===== src/rtl/pmp_csr_initiator_if.sv =====
// Request/response bus between the execute-stage CSR initiator and the PMP CSR responder.
// The master modport is the initiator's view; the slave modport is the responder's.
interface pmp_csr_initiator_if #(
    parameter int REG_WIDTH = 32
);
    logic                 csr_req_en;
    logic [1:0]           csr_req_op;
    logic [2:0]           csr_funct3;
    logic [4:0]           csr_imm;
    logic [REG_WIDTH-1:0] rs1_val;
    logic [11:0]          csr_req_addr;
    logic                 csr_rrsp;
    logic [31:0]          csr_req_rdata;
    logic                 csr_req_rvalid;
    logic [2:0]           csr_act_rsp;

    modport master (
        output csr_req_en, csr_req_op, csr_funct3, csr_imm, rs1_val, csr_req_addr, csr_rrsp,
        input  csr_req_rdata, csr_req_rvalid, csr_act_rsp
    );

    modport slave (
        input  csr_req_en, csr_req_op, csr_funct3, csr_imm, rs1_val, csr_req_addr, csr_rrsp,
        output csr_req_rdata, csr_req_rvalid, csr_act_rsp
    );
endinterface


===== src/rtl/pmp_csr_initiator.sv =====
// Execute-stage PMP CSR requester: one Zicsr instruction in flight, single-cycle request,
// response capture with timeout, one-cycle responder release, valid/ready writeback.
module pmp_csr_initiator #(
    parameter int REG_WIDTH = 32,
    parameter int TIMEOUT   = 16
) (
    input  logic                 clk,
    input  logic                 rst_n,
    input  logic                 issue_valid,
    output logic                 issue_ready,
    input  logic [2:0]           issue_funct3,
    input  logic [11:0]          issue_csr_addr,
    input  logic [4:0]           issue_rs1_idx,
    input  logic [4:0]           issue_rd_idx,
    input  logic [REG_WIDTH-1:0] issue_rs1_val,
    input  logic                 flush,
    pmp_csr_initiator_if.master  csr,
    output logic                 wb_valid,
    input  logic                 wb_ready,
    output logic [4:0]           wb_rd_idx,
    output logic [REG_WIDTH-1:0] wb_data,
    output logic                 wb_we,
    output logic                 wb_exc,
    output logic                 wb_timeout
);
    typedef enum logic [2:0] {S_IDLE, S_REQ, S_WAIT, S_RELEASE, S_WB} state_e;

    localparam logic [7:0] TMO_LAST = 8'(TIMEOUT - 1);

    state_e               state_q, state_d;
    logic [2:0]           funct3_q;
    logic [11:0]          addr_q;
    logic [4:0]           rs1_idx_q, rd_idx_q;
    logic [REG_WIDTH-1:0] rs1_val_q;
    logic [1:0]           op_q;
    logic [31:0]          rdata_q;
    logic [7:0]           cnt_q;
    logic                 exc_q, timeout_q, flush_pend_q;

    logic illegal, op_rd, op_wr, req_en, rrsp, unused_rsp;

    // funct3 x00 has no Zicsr meaning; the op bits follow the "no side effect" rules.
    assign illegal    = (issue_funct3[1:0] == 2'b00);
    assign op_rd      = !(issue_funct3[1:0] == 2'b01 && issue_rd_idx == 5'd0);
    assign op_wr      = !(issue_funct3[1] && issue_rs1_idx == 5'd0);
    assign unused_rsp = csr.csr_act_rsp[2] ^ csr.csr_act_rsp[0];

    // NOTE: sequential state uses non-blocking assignments so every flop samples pre-edge values.
    always_ff @(posedge clk or negedge rst_n) begin
        if (!rst_n) state_q <= S_IDLE;
        else        state_q <= state_d;
    end

    // NOTE: next-state defaults to the current state first so no path can infer a latch.
    always_comb begin
        state_d = state_q;
        unique case (state_q)
            S_IDLE:    if (issue_valid) state_d = illegal ? S_WB : S_REQ;
            S_REQ:     state_d = csr.csr_req_rvalid ? S_RELEASE : S_WAIT;
            S_WAIT:    if (csr.csr_req_rvalid || cnt_q == TMO_LAST) state_d = S_RELEASE;
            S_RELEASE: state_d = (flush_pend_q || flush) ? S_IDLE : S_WB;
            S_WB:      if (wb_ready || flush) state_d = S_IDLE;
            default:   state_d = S_IDLE;
        endcase
    end

    always_comb begin
        issue_ready = 1'b0;
        req_en      = 1'b0;
        rrsp        = 1'b0;
        wb_valid    = 1'b0;
        unique case (state_q)
            S_IDLE:    issue_ready = 1'b1;
            S_REQ:     req_en      = 1'b1;
            S_RELEASE: rrsp        = 1'b1;
            S_WB:      wb_valid    = 1'b1;
            default:   ;
        endcase
    end

    // NOTE: every latched field is reset so all data/address outputs read zero out of reset.
    always_ff @(posedge clk or negedge rst_n) begin
        if (!rst_n) begin
            funct3_q  <= '0;
            addr_q    <= '0;
            rs1_idx_q <= '0;
            rd_idx_q  <= '0;
            rs1_val_q <= '0;
            op_q      <= '0;
            rdata_q   <= '0;
            cnt_q     <= '0;
            exc_q     <= 1'b0;
            timeout_q <= 1'b0;
        end else begin
            unique case (state_q)
                S_IDLE: if (issue_valid) begin
                    funct3_q  <= issue_funct3;
                    addr_q    <= issue_csr_addr;
                    rs1_idx_q <= issue_rs1_idx;
                    rd_idx_q  <= issue_rd_idx;
                    rs1_val_q <= issue_rs1_val;
                    op_q      <= {op_rd, op_wr};
                    rdata_q   <= '0;
                    exc_q     <= illegal;
                    timeout_q <= 1'b0;
                end
                S_REQ, S_WAIT: begin
                    // A response arriving on the final WAIT cycle beats the timeout.
                    if (csr.csr_req_rvalid) begin
                        if (op_q[1]) rdata_q <= csr.csr_req_rdata;
                        exc_q <= csr.csr_act_rsp[1];
                    end else if (state_q == S_WAIT && cnt_q == TMO_LAST) begin
                        exc_q     <= 1'b1;
                        timeout_q <= 1'b1;
                    end
                    cnt_q <= (state_q == S_REQ) ? 8'd0 : cnt_q + 8'd1;
                end
                default: ;
            endcase
        end
    end

    // A kill seen while the bus is busy is remembered until the transaction drains to IDLE.
    always_ff @(posedge clk or negedge rst_n) begin
        if (!rst_n)
            flush_pend_q <= 1'b0;
        else if (state_d == S_IDLE)
            flush_pend_q <= 1'b0;
        else if (flush && (state_q == S_REQ || state_q == S_WAIT || state_q == S_RELEASE))
            flush_pend_q <= 1'b1;
    end

    assign csr.csr_req_en   = req_en;
    assign csr.csr_rrsp     = rrsp;
    assign csr.csr_req_op   = op_q;
    assign csr.csr_funct3   = funct3_q;
    assign csr.csr_imm      = rs1_idx_q;
    assign csr.rs1_val      = rs1_val_q;
    assign csr.csr_req_addr = addr_q;

    assign wb_rd_idx  = rd_idx_q;
    assign wb_we      = wb_valid & ~exc_q & op_q[1] & (rd_idx_q != 5'd0);
    assign wb_exc     = wb_valid & exc_q;
    assign wb_timeout = wb_valid & timeout_q;
    assign wb_data    = (wb_valid && !exc_q && op_q[1]) ? REG_WIDTH'(rdata_q) : '0;
endmodule


===== src/flat_wrapper.sv =====
// flat-port wrapper written by rule: the top's interface ports become plain ports
module pmp_csr_initiator_flat 
#(
    parameter int REG_WIDTH = 32,
    parameter int TIMEOUT   = 16
)
  (clk, rst_n, issue_valid, issue_ready, issue_funct3, issue_csr_addr, issue_rs1_idx, issue_rd_idx, issue_rs1_val, flush, wb_valid, wb_ready, wb_rd_idx, wb_data, wb_we, wb_exc, wb_timeout, csr_csr_req_en, csr_csr_req_op, csr_csr_funct3, csr_csr_imm, csr_rs1_val, csr_csr_req_addr, csr_csr_rrsp, csr_csr_req_rdata, csr_csr_req_rvalid, csr_csr_act_rsp);
  pmp_csr_initiator_if #(.REG_WIDTH(REG_WIDTH)) csr_i ();
  input  logic clk;
  input  logic rst_n;
  input  logic issue_valid;
  output logic issue_ready;
  input  logic [2:0] issue_funct3;
  input  logic [11:0] issue_csr_addr;
  input  logic [4:0] issue_rs1_idx;
  input  logic [4:0] issue_rd_idx;
  input  logic [REG_WIDTH-1:0] issue_rs1_val;
  input  logic flush;
  output logic wb_valid;
  input  logic wb_ready;
  output logic [4:0] wb_rd_idx;
  output logic [REG_WIDTH-1:0] wb_data;
  output logic wb_we;
  output logic wb_exc;
  output logic wb_timeout;
  output wire logic [$bits(csr_i.csr_req_en)-1:0] csr_csr_req_en;
  output wire logic [$bits(csr_i.csr_req_op)-1:0] csr_csr_req_op;
  output wire logic [$bits(csr_i.csr_funct3)-1:0] csr_csr_funct3;
  output wire logic [$bits(csr_i.csr_imm)-1:0] csr_csr_imm;
  output wire logic [$bits(csr_i.rs1_val)-1:0] csr_rs1_val;
  output wire logic [$bits(csr_i.csr_req_addr)-1:0] csr_csr_req_addr;
  output wire logic [$bits(csr_i.csr_rrsp)-1:0] csr_csr_rrsp;
  input wire logic [$bits(csr_i.csr_req_rdata)-1:0] csr_csr_req_rdata;
  input wire logic [$bits(csr_i.csr_req_rvalid)-1:0] csr_csr_req_rvalid;
  input wire logic [$bits(csr_i.csr_act_rsp)-1:0] csr_csr_act_rsp;
  assign csr_csr_req_en = csr_i.csr_req_en;
  assign csr_csr_req_op = csr_i.csr_req_op;
  assign csr_csr_funct3 = csr_i.csr_funct3;
  assign csr_csr_imm = csr_i.csr_imm;
  assign csr_rs1_val = csr_i.rs1_val;
  assign csr_csr_req_addr = csr_i.csr_req_addr;
  assign csr_csr_rrsp = csr_i.csr_rrsp;
  assign csr_i.csr_req_rdata = csr_csr_req_rdata;
  assign csr_i.csr_req_rvalid = csr_csr_req_rvalid;
  assign csr_i.csr_act_rsp = csr_csr_act_rsp;
  pmp_csr_initiator #(.REG_WIDTH(REG_WIDTH), .TIMEOUT(TIMEOUT)) u_core (.clk(clk), .rst_n(rst_n), .issue_valid(issue_valid), .issue_ready(issue_ready), .issue_funct3(issue_funct3), .issue_csr_addr(issue_csr_addr), .issue_rs1_idx(issue_rs1_idx), .issue_rd_idx(issue_rd_idx), .issue_rs1_val(issue_rs1_val), .flush(flush), .csr(csr_i), .wb_valid(wb_valid), .wb_ready(wb_ready), .wb_rd_idx(wb_rd_idx), .wb_data(wb_data), .wb_we(wb_we), .wb_exc(wb_exc), .wb_timeout(wb_timeout));
endmodule

===== config.mk =====
export PLATFORM = sky130hd
export DESIGN_NAME = pmp_csr_initiator_flat
export DESIGN_NICKNAME = d
export VERILOG_FILES = /design/src/rtl/pmp_csr_initiator_if.sv /design/src/rtl/pmp_csr_initiator.sv /design/src/flat_wrapper.sv
export SDC_FILE = /design/constraint.sdc
export NUM_CORES = 1
export LEC_CHECK = 0
export ABC_CLOCK_PERIOD_IN_PS = 6600
export CORE_ASPECT_RATIO = 2
export CORE_MARGIN = 2
export CORE_UTILIZATION = 45
export CTS_CLUSTER_SIZE = 16
export DETAILED_ROUTE_END_ITERATION = 8
export PLACE_DENSITY = 0.84
export SLEW_MARGIN = 0
export SYNTH_ARGS = -nofsm -noshare
export SYNTH_HDL_FRONTEND = slang
export SYNTH_SLANG_ARGS = --single-unit

===== constraint.sdc =====
create_clock -name clk -period 6.6 [get_ports clk]
set_input_delay 1.65 -clock clk [delete_from_list [all_inputs] [get_ports clk]]
set_output_delay 1.65 -clock clk [all_outputs]
set_load 0.05 [all_outputs]

==> metrics.md <==
| Metric | Value |
|---|---|
| Status | finished, final reports clean |
| Post-synth top area share | 0.563 |
| Core area | 10100 sq um |
| Portion of total power attributed to the clock network | 0.154 |
| Effective utilization at floorplan | 0.463 |
| Post-layout total power | 3360 uW |
| Portion of the post-synthesis area used by sequential elements | 0.563 |
| Setup skew after layout | 0.0129 ns |
| Final net count | 789 |
| Drt initial violations | 156 |
| Count of vias placed by the detailed router | 3991 |
| Combinational group share of total power | 0.533 |
| Ports placed on the boundary | 196 |
| Ratio of final minimum period to clock period | 0.686 |
| Post-route non-filler standard cell count | 830 |
| Total setup buffers inserted after CTS | 0 |
| Number of antenna violations at the first check in global routing | 0 |
| Count of hold buffers inserted by post-cts repair | 0 |
| Maximum clock rate | 221 MHz |
| Headroom to the max-slew limit | 0.234 |
| Ant diodes | 0 |
| Placed cells | 814 |
| Clock buffers created by TritonCTS | 9 |
| Most frequent cell after synthesis | sky130_fd_sc_hd__nand2_1 |
| EDFF count, synth | 0 |
| Area enclosed by the die boundary | 11300 sq um |
| Yosys synthesis warning count | 0 |
| Std cell rows | 52 |
| Cell at the root of the clock tree | sky130_fd_sc_hd__clkbuf_16 |
| Setup TNS | 0 ns |
| Fraction of synthesis flops using an asynchronous set or reset pin | 1.00 |
| Total GRT Usage | 0.221 |
| First-pass GRT wire length | 19.9 mm |
| Critical Path Fanout Max | 32 |
| #FFs+latches synth | 105 |
| Count of antenna-violating nets left after detailed routing | 0 |
| Count of instances resized after the clock tree is built | 0 |
| WS Path Type | reg -> out |
| Mean routed wirelength per cell | 14.6 um |
| Cells after synthesis | 509 |
| Setup slack at placement | 2.39 ns |
| Placer congestion estimate | 0.811 |
| Synth unique cells | 40 |
| Post-layout min period | 4.53 ns |
| Internal power contribution | 1770 uW |
| Net load switching power | 1590 uW |
| Total wirelength of the detailed-routed design | 12.1 mm |
| Routed via count divided by cell count | 4.81 |
| CP Data Required Time | 4.95 ns |
| Netlist area before placement | 4670 sq um |
| Unrepaired setup endpoints after global routing | no |
| Switch share | 0.474 |
| Power density over the cells | 484 nW/um^2 |
| Number of H-tree levels | 3 |
| Filler Cell Count | 793 |
| Largest cells by area after synthesis | sky130_fd_sc_hd__dfrtp_1, sky130_fd_sc_hd__nand2_1, sky130_fd_sc_hd__mux2i_1, sky130_fd_sc_hd__and2_1, sky130_fd_sc_hd__inv_1 |
| Synthesized netlist net count | 608 |
| Data arrival time at the worst-slack endpoint | 2.88 ns |
| Die Height | 148 um |
| Final hold vios | 0 |
| # port buffers | 193 |
| Crit. End Element | output pin |
| Largest net degree at the start of global routing | 65 |
| Slew at the pin closest to its max-slew limit | 1.15 ns |
| Share of post-route cells with drive strength above 1 | 0.0417 |
| Die extent in x | 76.0 um |
| Total of endpoints with negative setup slack in the final report | 0 |
| Number of iterations in the first detailed-routing pass | 5 |
| Standby leakage power | 0.00327 uW |
| Hold WC Path Type | reg -> reg |
| Flop2flop setup slack | 3.97 ns |
| Final HPWL from detailed placement | 9.04 mm |
| Library cell with the largest summed area after synthesis | sky130_fd_sc_hd__dfrtp_1 |
| TritonCTS clock tree | built |
| Clock-pin transition on the worst setup and hold timing paths | 0.07 ns |
| Part of the power in registers | 0.313 |
| Bufs on Longest Clock Path | 2 |
| Clk_lat worst skew | 0.35 ns |
| Maximum VDD drop | 323 uV |
| Number of global-route vias before repair | 4184 |
| Final core occ | 0.688 |
| Drt drc | 0 |
| Maximum Capacitance Violations | 0 |
| Ys flop type | sky130_fd_sc_hd__dfrtp_1 |
| Syn avg cell area | 9.17 sq um |
| Number of pins with negative max-slew slack in the final report | 0 |
| P&R area growth vs syn | 48.6% |
| Clock sink count | 105 |
| Cell types with the highest counts after synthesis | sky130_fd_sc_hd__nand2_1, sky130_fd_sc_hd__dfrtp_1, sky130_fd_sc_hd__inv_1 |
| Setup crit start kind | flop |
| Final global-route overflow total | 0 |
| Final Worst Setup Slack | 2.07 ns |
-- metal layers --
metal | up-vias | GRT usage | part of all wire
li1 | 1944 | - | -
met1 | 1883 | 0.238 | 0.37
met2 | 142 | 0.405 | 0.54
met3 | 22 | 0.0522 | 0.066
met4 | 0 | 0.105 | 0.029
met5 | - | 0 | 0
-- state kept, by name, summed over array words and instances (netlist names) --
register and cells:
u_core.csr.rs1_val 32, u_core.rdata_q 32, u_core.csr.csr_req_addr 12, u_core.cnt_q 8
u_core.csr.csr_imm 5, u_core.wb_rd_idx 5, u_core.csr.csr_funct3 3, u_core.state_q 3
u_core.csr.csr_req_op 2, u_core.exc_q 1, u_core.flush_pend_q 1, u_core.timeout_q 1
-- cells by family after synthesis --
kind of cell	after synthesis	share of synthesized area
adders and majority gates	1	0.00268
AOI/OAI and AO/OA	25	0.0378
DFF	105	0.563
muxes	35	0.0753
and+or+nand+nor	279	0.260
buffers and inverters	64	0.0611
-- critical path, stage by stage, from the launching register on --
cell and delay [ns]:
sky130_fd_sc_hd__dfrtp_1 0.47, sky130_fd_sc_hd__or3b_1 0.52, sky130_fd_sc_hd__nor3b_2 0.24, sky130_fd_sc_hd__buf_4 0.30
sky130_fd_sc_hd__and2_1 0.18, sky130_fd_sc_hd__clkdlybuf4s50_1 0.81
-- through the flow --
stage,instance area [sq um],hold slack (ns)
after floorplan,4670,0.453
after global placement,6660,0.458
after detailed placement,6660,0.462
after CTS,6940,0.479
after global routing,6940,0.495
final,6940,0.478
-- final timing paths --
| path | endpoint | cells after the start | start |
|---|---|---|---|
| min reg2reg | u_core.csr.rs1_val[1] | 2 | u_core.csr.rs1_val[1] |
| min | u_core.csr.rs1_val[1] | 2 | u_core.csr.rs1_val[1] |
| max reg2reg | u_core.rdata_q[12] | 5 | u_core.state_q[1] |
| max in group asynchronous | u_core.wb_rd_idx[1] | 2 | rst_n |
| min in group asynchronous | u_core.csr.csr_req_addr[5] | 1 | rst_n |
| max | wb_data[16] | 5 | u_core.state_q[1] |
-- power by group through the flow --
stage / clock, uW / combinational, uW / sequential, uW
3_3_place_gp: 0 / 1760 / 1050
4_1_cts: 527 / 1810 / 1050
3_5_place_dp: 0 / 1800 / 1060
5_1_grt: 555 / 1920 / 1080
6_report: 516 / 1790 / 1050
2_1_floorplan: 0 / 679 / 1610
-- placed cells by master (no fill, tap or decap), types with 2 or more instances in the layout --
cell / n
sky130_fd_sc_hd__a21oi_1: 5
sky130_fd_sc_hd__a22o_1: 2
sky130_fd_sc_hd__a31oi_1: 3
sky130_fd_sc_hd__and2_1: 32
sky130_fd_sc_hd__and3_1: 2
sky130_fd_sc_hd__buf_4: 5
sky130_fd_sc_hd__clkbuf_16: 9
sky130_fd_sc_hd__clkdlybuf4s50_1: 192
sky130_fd_sc_hd__clkinv_4: 2
sky130_fd_sc_hd__dfrtp_1: 105
sky130_fd_sc_hd__inv_1: 35
sky130_fd_sc_hd__inv_2: 2
sky130_fd_sc_hd__inv_6: 3
sky130_fd_sc_hd__mux2i_1: 34
sky130_fd_sc_hd__nand2_1: 211
sky130_fd_sc_hd__nand4_1: 3
sky130_fd_sc_hd__nor2_1: 9
sky130_fd_sc_hd__nor2b_1: 2
sky130_fd_sc_hd__nor3_1: 3
sky130_fd_sc_hd__nor3b_1: 3
sky130_fd_sc_hd__o211ai_1: 2
sky130_fd_sc_hd__o21ai_0: 3
sky130_fd_sc_hd__o21bai_1: 2
sky130_fd_sc_hd__o31ai_1: 4
sky130_fd_sc_hd__or3b_1: 2
-- cell type report --
class | instances | area, sq um | area share
clock buffers | 9 | 225 | 0.0324
multi-input cells | 340 | 1760 | 0.254
repair buffers | 197 | 1960 | 0.282
flip-flops and latches | 105 | 2630 | 0.379
well taps | 135 | 169 | 0.0243
clock inverters | 7 | 60.1 | 0.00865
inverters | 37 | 139 | 0.0200
Power figures use the tool's default switching activity.
